--- config.mk ---
export PLATFORM = sky130hd
export DESIGN_NAME = csa_seq_ctrl
export DESIGN_NICKNAME = d
export VERILOG_FILES = /design/src/rtl/csa_seq_ctrl.sv
export SDC_FILE = /design/constraint.sdc
export NUM_CORES = 1
export LEC_CHECK = 0
export ABC_CLOCK_PERIOD_IN_PS = 5800
export BUFFER_PORTS_ARGS = -buffer_cell sky130_fd_sc_hd__buf_4
export CAP_MARGIN = 20
export CELL_PAD_IN_SITES_DETAIL_PLACEMENT = 0
export CELL_PAD_IN_SITES_GLOBAL_PLACEMENT = 1
export CORE_UTILIZATION = 40
export DETAILED_ROUTE_END_ITERATION = 6
export PLACE_DENSITY = 0.79
export SETUP_SLACK_MARGIN = 0.4
export SLEW_MARGIN = 20
export SYNTH_ARGS = -nofsm -noshare
export SYNTH_HDL_FRONTEND = slang
export SYNTH_SLANG_ARGS = --single-unit
--- constraint.sdc ---
create_clock -name clk -period 5.8 [get_ports clk]
set_input_delay 1.16 -clock clk [delete_from_list [all_inputs] [get_ports clk]]
set_output_delay 1.16 -clock clk [all_outputs]
set_load 0.05 [all_outputs]
--- src/rtl/csa_seq_ctrl.sv ---
// Sequenced WIDTH-bit add/subtract built on one shared 8-bit carry-skip adder.
// Slices are processed LSB first with the inter-slice carry held in a register.

module jcarryskipadder (
    input  logic [7:0] a,
    input  logic [7:0] b,
    input  logic       cin,
    output logic [7:0] sum,
    output logic       cout
);

    logic [7:0] p;
    logic [7:0] g;
    logic [4:0] rip_lo;
    logic [4:0] rip_hi;
    logic       c4;

    assign p = a ^ b;
    assign g = a & b;

    // Two 4-bit ripple blocks; a fully propagating block forwards its carry-in directly.
    always_comb begin
        rip_lo = '0;
        rip_hi = '0;
        rip_lo[0] = cin;
        for (int i = 0; i < 4; i++) begin
            rip_lo[i+1] = g[i] | (p[i] & rip_lo[i]);
        end
        c4 = (&p[3:0]) ? cin : rip_lo[4];
        rip_hi[0] = c4;
        for (int i = 0; i < 4; i++) begin
            rip_hi[i+1] = g[i+4] | (p[i+4] & rip_hi[i]);
        end
        cout = (&p[7:4]) ? c4 : rip_hi[4];
        sum  = p ^ {rip_hi[3:0], rip_lo[3:0]};
    end

endmodule

module csa_seq_ctrl #(
    parameter int unsigned WIDTH = 32
) (
    input  logic             clk,
    input  logic             reset,
    input  logic             in_valid,
    output logic             in_ready,
    input  logic [WIDTH-1:0] A,
    input  logic [WIDTH-1:0] B,
    input  logic             carryin,
    input  logic             sub,
    output logic             out_valid,
    input  logic             out_ready,
    output logic [WIDTH-1:0] Y,
    output logic             carryout,
    output logic             overflow
);

    localparam int unsigned SLICES = WIDTH / 8;
    localparam int unsigned CW     = (SLICES > 1) ? $clog2(SLICES) : 1;
    localparam logic [CW-1:0] LAST = CW'(SLICES - 1);
    localparam int unsigned MSB    = WIDTH - 1;

    typedef enum logic [1:0] {
        StIdle,
        StRun,
        StDone
    } state_t;

    state_t           state_q;
    logic [WIDTH-1:0] opa_q;
    logic [WIDTH-1:0] opb_q;
    logic [WIDTH-1:0] acc_q;
    logic [WIDTH-1:0] acc_next;
    logic [CW-1:0]    cnt_q;
    logic             carry_q;
    logic [CW+2:0]    base;
    logic [7:0]       slice_a;
    logic [7:0]       slice_b;
    logic [7:0]       slice_sum;
    logic             slice_cout;

    assign base    = {cnt_q, 3'b000};
    assign slice_a = opa_q[base +: 8];
    assign slice_b = opb_q[base +: 8];

    jcarryskipadder u_adder (
        .a    (slice_a),
        .b    (slice_b),
        .cin  (carry_q),
        .sum  (slice_sum),
        .cout (slice_cout)
    );

    // Accumulator with the current slice merged in, so the last pass can register Y directly.
    always_comb begin
        acc_next = acc_q;
        acc_next[base +: 8] = slice_sum;
    end

    always_ff @(posedge clk) begin
        if (reset) begin
            state_q   <= StIdle;
            in_ready  <= 1'b1;
            out_valid <= 1'b0;
            Y         <= '0;
            carryout  <= 1'b0;
            overflow  <= 1'b0;
            opa_q     <= '0;
            opb_q     <= '0;
            acc_q     <= '0;
            cnt_q     <= '0;
            carry_q   <= 1'b0;
        end else begin
            case (state_q)
                StIdle: begin
                    if (in_valid) begin
                        opa_q    <= A;
                        opb_q    <= sub ? ~B : B;
                        carry_q  <= sub ? 1'b1 : carryin;
                        cnt_q    <= '0;
                        acc_q    <= '0;
                        in_ready <= 1'b0;
                        state_q  <= StRun;
                    end
                end
                StRun: begin
                    acc_q   <= acc_next;
                    carry_q <= slice_cout;
                    cnt_q   <= cnt_q + 1'b1;
                    if (cnt_q == LAST) begin
                        Y         <= acc_next;
                        carryout  <= slice_cout;
                        overflow  <= (opa_q[MSB] == opb_q[MSB]) && (acc_next[MSB] != opa_q[MSB]);
                        out_valid <= 1'b1;
                        state_q   <= StDone;
                    end
                end
                StDone: begin
                    if (out_ready) begin
                        out_valid <= 1'b0;
                        in_ready  <= 1'b1;
                        state_q   <= StIdle;
                    end
                end
                default: begin
                    state_q   <= StIdle;
                    in_ready  <= 1'b1;
                    out_valid <= 1'b0;
                end
            endcase
        end
    end

endmodule

## Word-level counts from Yosys, hierarchy flattened

Index checks and enable logic that the tools add are counted.
Widths: inputs -> output; s select.

| storage, ports and cells | value |
|---|---|
| register bits after elaboration | 137 |
| logic and storage cells | 79 |
| bits of input ports | 70 |

| operators by class | value |
|---|---|
| bitwise gates (word level) | 22 |
| shift-type cells | 4 |
| equality and inequality tests | 8 |
| mux-type cells | 21 |
| reductions and logical operators | 11 |
| add/sub/neg operators | 2 |

Operator list:

| kind | number |
|---|---|
| $mux 32 | 2 |
| $pmux 32 s2 | 1 |
| $shiftx 32x6->8 | 2 |
| $bwmux 32 | 1 |
| $not 32->32 | 1 |
| $shift 8x7->32 const A | 1 |
| $shiftx 8x7->32 | 1 |
| $xor 8x8->8 | 2 |
| $reduce_and 3->1 | 3 |
| $and 1x1->1 | 8 |
| $and 8x8->8 | 1 |
| $mux 1 | 8 |
| $mux 2 | 4 |
| $or 1x1->1 | 8 |
| $reduce_and 4->1 | 2 |
| $neg 5->7 | 1 |
| $ne 2x2->1 const B | 3 |
| $pmux 1 s3 | 2 |
| $pmux 2 s3 | 1 |
| $reduce_and 2->1 | 3 |
| $eq 2x2->1 const B | 2 |
| $pmux 2 s2 | 1 |
| $add 2x1->2 const B | 1 |
| $eq 2x1->1 const B | 1 |
| 7 further kinds | 8 |

## Depth between registers and ports, before layout

| depth | value |
|---|---|
| depth after elaboration | 22 |
| depth in mapped cells | 19 |
| depth with buffers taken out | 17 |

## By module

Synthesis repeated with hierarchy kept, for this count alone.

| second synthesis, totals | value |
|---|---|
| cell total of the unflattened synthesis | 718 |
| area, all modules | 6545.0 µm² |

By module, submodules not included:

| module | seq. area each (µm²) | cells an instance | area an instance (µm²) | instances |
|---|---|---|---|---|
| csa_seq_ctrl | 2742.6 | 688 | 6212.2 | 1 |
| jcarryskipadder | 0.0 | 30 | 332.8 | 1 |

## Worst setup path before layout

OpenSTA, ideal clock, no wires.

| timing path | value |
|---|---|
| kind | register to register |
| start point | register cnt_q[1] |
| end point | register overflow |
| stages on the path, launching flop included | 20 |
| arrival | 5.139 ns |
| clock period less this slack | 5.230 ns |
| buffers on the path | 2 |
| setup slack | 0.570 ns |
| required time | 5.709 ns |
| setup time | 0.091 ns |
| cell sequence | dfxtp_1 > clkbuf_1 > buf_1 > mux4_2 > fa_1 > inv_1 > fa_1 > fa_1 > fa_1 > mux2i_1 > inv_1 > fa_1 > fa_1 > fa_1 > inv_1 > fa_1 > nand2_1 > a2bb2oi_1 > nand3_1 > a311oi_1 |

| between the ends | value |
|---|---|
| word-level cells in the longest chain between the ends | 22 |
| elaborated cells between the ends (all ways) | 29 |
| classes of those cells | add/sub: 1; eq/ne: 2; shift: 4; mux: 2; bitwise: 17; reduce/logical: 3 |

RTL lines:

| item | RTL line | RTL |
|---|---|---|
| start, declared | 74 | `logic [CW-1:0] cnt_q;` |
| start signal, assigned | 129 | `cnt_q <= cnt_q + 1'b1;` |
| $shiftx 32x6->8 (on tied branches) | 83, 84 |  |
| $xor 8x8->8 | 18 | `assign p = a ^ b;` |
| $and 1x1->1 | 27 | `rip_lo[i+1] = g[i] \| (p[i] & rip_lo[i]);` |
| $or 1x1->1 | 27 |  |
| $and 1x1->1 | 27 |  |
| $or 1x1->1 | 27 |  |
| $and 1x1->1 | 27 |  |
| $or 1x1->1 | 27 |  |
| [6 not listed] | -- |  |
| $or 1x1->1 | 32 | `rip_hi[i+1] = g[i+4] \| (p[i+4] & rip_hi[i]);` |
| $and 1x1->1 | 32 |  |
| $or 1x1->1 | 32 |  |
| $xor 8x8->8 | 35 | `sum = p ^ {rip_hi[3:0], rip_lo[3:0]};` |
| $shiftx 8x7->32 | 97 | `acc_next[base +: 8] = slice_sum;` |
| $bwmux 32 | 97 |  |
| $ne 1x1->1 | 133 | `overflow <= (opa_q[MSB] == opb_q[MSB]) && (acc_next[MSB] != opa_q[MSB]);` |
| $logic_and 1x1->1 | 133 |  |
| end signal, assigned | 133 |  |
| end, declared | 55 | `output logic overflow` |

Several ways; a longest one is shown, not always the timed one.
A chain may end at the register's enable or synchronous reset.

## Final worst setup path

Ends and elaborated chain as after synthesis.

==> flow_summary.yaml <==
run_status:
  status: "finished clean"
flow_run:
  max_cap_violations: 0
synth:
  synth_cell_type_count: 37
  synth_top_family_by_area: "simple AND/OR/NAND/NOR gates"
  synthMuxAreaShare: 0.0697
  syn_nets: 841
  synth-seq-cells: 137
  ys_seq_area_frac: 0.425
  yosysWarnings: 0
  synthAdderAreaFrac: 0.0519
  synth_simple_gate_area_share: 0.199
  synth-compound-area-share: 0.156
  avgSynthCellArea_sq_um: 8.62
  synth_xor_area_frac: 0.0434
  syn_area_sq_um: 6460
  syn_inst: 749
clock_tree:
  clock-sinks: 137
  cts_buffers: 17
  htree_levels: 4
  cts_buffer_depth: 2
  clk_root_buffer_cell: "clkbuf_16"
  worstSkewPairLatency_ns: 0.43
  post_cts_buffers: 0
  clk_pin_slew_worst_paths_ns: 0.06
  cts_tree: "yes"
setup_path:
  r2r_slack_ns: 0.68
  critPathKind: "flip-flop to flip-flop"
  worstPathArrival_ns: 5.45
  worstSetupEndpointType: "flip-flop"
  timing.rr.start: "cnt_q[1]$_SDFFE_PP0P_"
  r2r_end: "overflow$_SDFFE_PP0P_"
  crit_required_ns: 6.14
  cp_max_fo: 10
  ff2ff_path_depth: 17
  critical_path.startpoint_type: "flip-flop"
route:
  vias: 5430
  routedLengthMet1_um: 7400
  post_drt_wl_per_cell_um: 15.5
  antenna_left: 0
  drc: 0
  viasPerCell: 5.18
  dr.pass1.iters: 5
  wl_met3_um: 658
  totalWireLength_um: 16300
  wl_met2_um: 7830
  top_layer: "met4"
  drtIter0Drc: 307
placed_design:
  io_buffers: 105
  dpl.hpwl_um: 11100
  gp_congestion: 0.825
  dpl.cell_count: 1017
  dp_slack_ns: 0.496
  placed_cell_area_sq_um: 7360
pwr:
  peakVddDrop_uv: 206
  power_mw: 2.53
  p_sw_mw: 0.619
  intPower_mw: 1.91
  p_seq_frac: 0.399
  power_density_nw_per_um2: 315
  p_sw_frac: 0.245
  clkPwrFrac: 0.475
  power_leakage_nw: 2.91
  p_comb_frac: 0.126
sta:
  slew_headroom: 0.450
  worst_pin_slew_ns: 0.825
  grt_setup_unrepaired: "false"
  setup_viol: 0
  fin_skew_ns: 0.00541
  fin_crit_ns: 5.12
  max_clock_freq_mhz: 195
  hold-worst-slack_ns: 0.453
  layout_worst_path_cycle_share: 0.882
  setup_tns_ns: 0
  worst_slack_ns: 0.682
  slew_viol_final: 0
  finalHoldViolCount: 0
global_route:
  grt_use_total: 0.205
  grt_pass1_wl_um: 26200
  grt_pass1_vias: 5210
  grt_max_degree: 78
  overflow: 0
  antenna_found_initial: 0
layout:
  antenna-diode-count: 0
  design_area_sq_um: 8020
  fin_cells: 1049
  area_growth_syn_to_layout_pct: 24.2
  nNetsFinal: 912
  finish.utilization: 0.507
  drive_gt1_frac: 0.205
floorplanning:
  die_x_um: 129
  die-area_sq_um: 16700
  rows: 46
  start_util: 0.408
  core_area_sq_um: 15800
  die_h_um: 129
  io_pins: 106
hold_path:
  min_from: "opa_q[26]$_SDFFE_PP0P_"
  min_to: "opa_q[26]$_SDFFE_PP0P_"
  whs_path_depth: 2
  min_path_type: "flip-flop to flip-flop"
## state kept, by name (all words and copies together) (netlist names)
register	cells
Y	32
acc_q	32
carry_q	1
carryout	1
cnt_q	2
in_ready	1
opa_q	32
opb_q	32
out_valid	1
overflow	1
state_q	2
## layout make-up
type	count	area (sq um)
repair buffers	115	876
inverters	26	97.6
clock inverters	12	195
clock buffers	20	467
multi-input cells	523	3370
flip-flops and latches	137	2750
well taps	216	270
fillers	1524	7800
## cell families after synthesis
family | after synthesis
xor gates and xnor gates | 32
and+or+nand+nor | 279
adders and majority gates | 22
AOI/OAI and AO/OA | 165
DFF | 137
muxes | 25
buffers and inverters | 89
## worst max-delay path by stage
stage                            endpoint  slack, ns  depth (start not counted)                   from
CTS                 overflow$_SDFFE_PP0P_       0.50                         17  cnt_q[0]$_SDFFE_PP0P_
floorplan           overflow$_SDFFE_PP0P_       0.57                         19  cnt_q[1]$_SDFFE_PP0P_
global route        overflow$_SDFFE_PP0P_       0.44                         17  cnt_q[1]$_SDFFE_PP0P_
finish              overflow$_SDFFE_PP0P_       0.68                         17  cnt_q[1]$_SDFFE_PP0P_
global placement    overflow$_SDFFE_PP0P_       0.68                         17  cnt_q[0]$_SDFFE_PP0P_
detailed placement  overflow$_SDFFE_PP0P_       0.50                         17  cnt_q[0]$_SDFFE_PP0P_
## layout by cell type (no fill, tap or decap), types with 2 or more instances in the layout
master | synthesis | layout
a211oi_1 | 58 | 58
buf_4 | 2 | 114
mux2i_1 | 9 | 9
nor3_1 | 6 | 6
nand2_1 | 81 | 81
o21ai_0 | 25 | 25
fa_1 | 8 | 8
a21oi_1 | 68 | 68
clkinvlp_4 | 0 | 4
nand2b_1 | 2 | 2
o22ai_1 | 7 | 7
mux4_2 | 16 | 16
inv_1 | 25 | 25
nand3b_1 | 2 | 2
or3b_2 | 3 | 3
nor3b_1 | 20 | 20
nand3_1 | 36 | 36
nor2_1 | 97 | 97
xnor2_1 | 32 | 32
dfxtp_1 | 137 | 135
nor2b_1 | 27 | 26
clkbuf_16 | 0 | 17
clkbuf_8 | 0 | 3
clkinv_2 | 0 | 3
bufinv_16 | 0 | 5
ha_1 | 14 | 14
## cell usage after synthesis, drive strengths merged
| cell | count | area share |
|---|---|---|
| inv | 26 | 0.015 |
| and2 | 1 | 0.00097 |
| a2bb2oi | 1 | 0.0014 |
| nor3b | 20 | 0.023 |
| a211oi | 58 | 0.067 |
| mux4 | 16 | 0.056 |
| fa | 8 | 0.025 |
| nand3 | 36 | 0.028 |
| o21a | 1 | 0.0012 |
| or3 | 1 | 0.00097 |
| o2bb2ai | 1 | 0.0014 |
| nor3 | 6 | 0.0046 |
| o211a | 1 | 0.0015 |
| xnor2 | 32 | 0.043 |
| o32a | 1 | 0.0015 |
| or3b | 4 | 0.0054 |
| nand3b | 2 | 0.0023 |
| nand4 | 1 | 0.00097 |
| mux2i | 9 | 0.014 |
| o21ai | 25 | 0.019 |
| a311oi | 1 | 0.0014 |
| nor2b | 27 | 0.026 |
| nand2 | 81 | 0.047 |
| nor2 | 97 | 0.056 |
| a2111oi | 1 | 0.0014 |
| and4 | 1 | 0.0014 |
| dfxtp | 137 | 0.42 |
| o22ai | 7 | 0.0068 |
| ha | 14 | 0.027 |
| clkbuf | 40 | 0.023 |
| nand2b | 2 | 0.0019 |
| a21oi | 68 | 0.053 |
| buf | 23 | 0.017 |
## critical path, cell delays in order, from the launching register on
cell,delay [ns]
dfxtp_2,0.46
buf_4,0.22
mux4_2,0.23
inv_1,0.06
fa_1,0.42
fa_1,0.40
fa_1,0.37
mux2i_1,0.26
inv_1,0.09
fa_1,0.40
fa_1,0.39
fa_1,0.36
inv_1,0.08
fa_1,0.49
nand2_1,0.10
a2bb2oi_1,0.31
nand3_1,0.12
a311oi_1,0.25
## per-layer routing
| layer | vias to the layer above | global-route usage |
|---|---|---|
| met5 | - | 0 |
| met4 | 0 | 0.0886 |
| met3 | 24 | 0.0438 |
| met2 | 135 | 0.336 |
| met1 | 2561 | 0.262 |
| li1 | 2710 | - |
## power groups by stage
stage               logic (mW)  clock network, mW  registers [mW]
global route             0.346               1.27            1.01
CTS                      0.319               1.22            1.01
detailed placement       0.317                  0            1.03
global placement         0.308                  0            1.03
finish                   0.317               1.20            1.01
floorplan                0.206                  0            1.02
## what timing repair did
action	in CTS	in global routing
resized for setup	0	3
endpoints found under the setup margin	0	3
hold endpoints to repair	0	0
hold buffers	0	0
No activity file was read; power rests on OpenSTA's default activity.
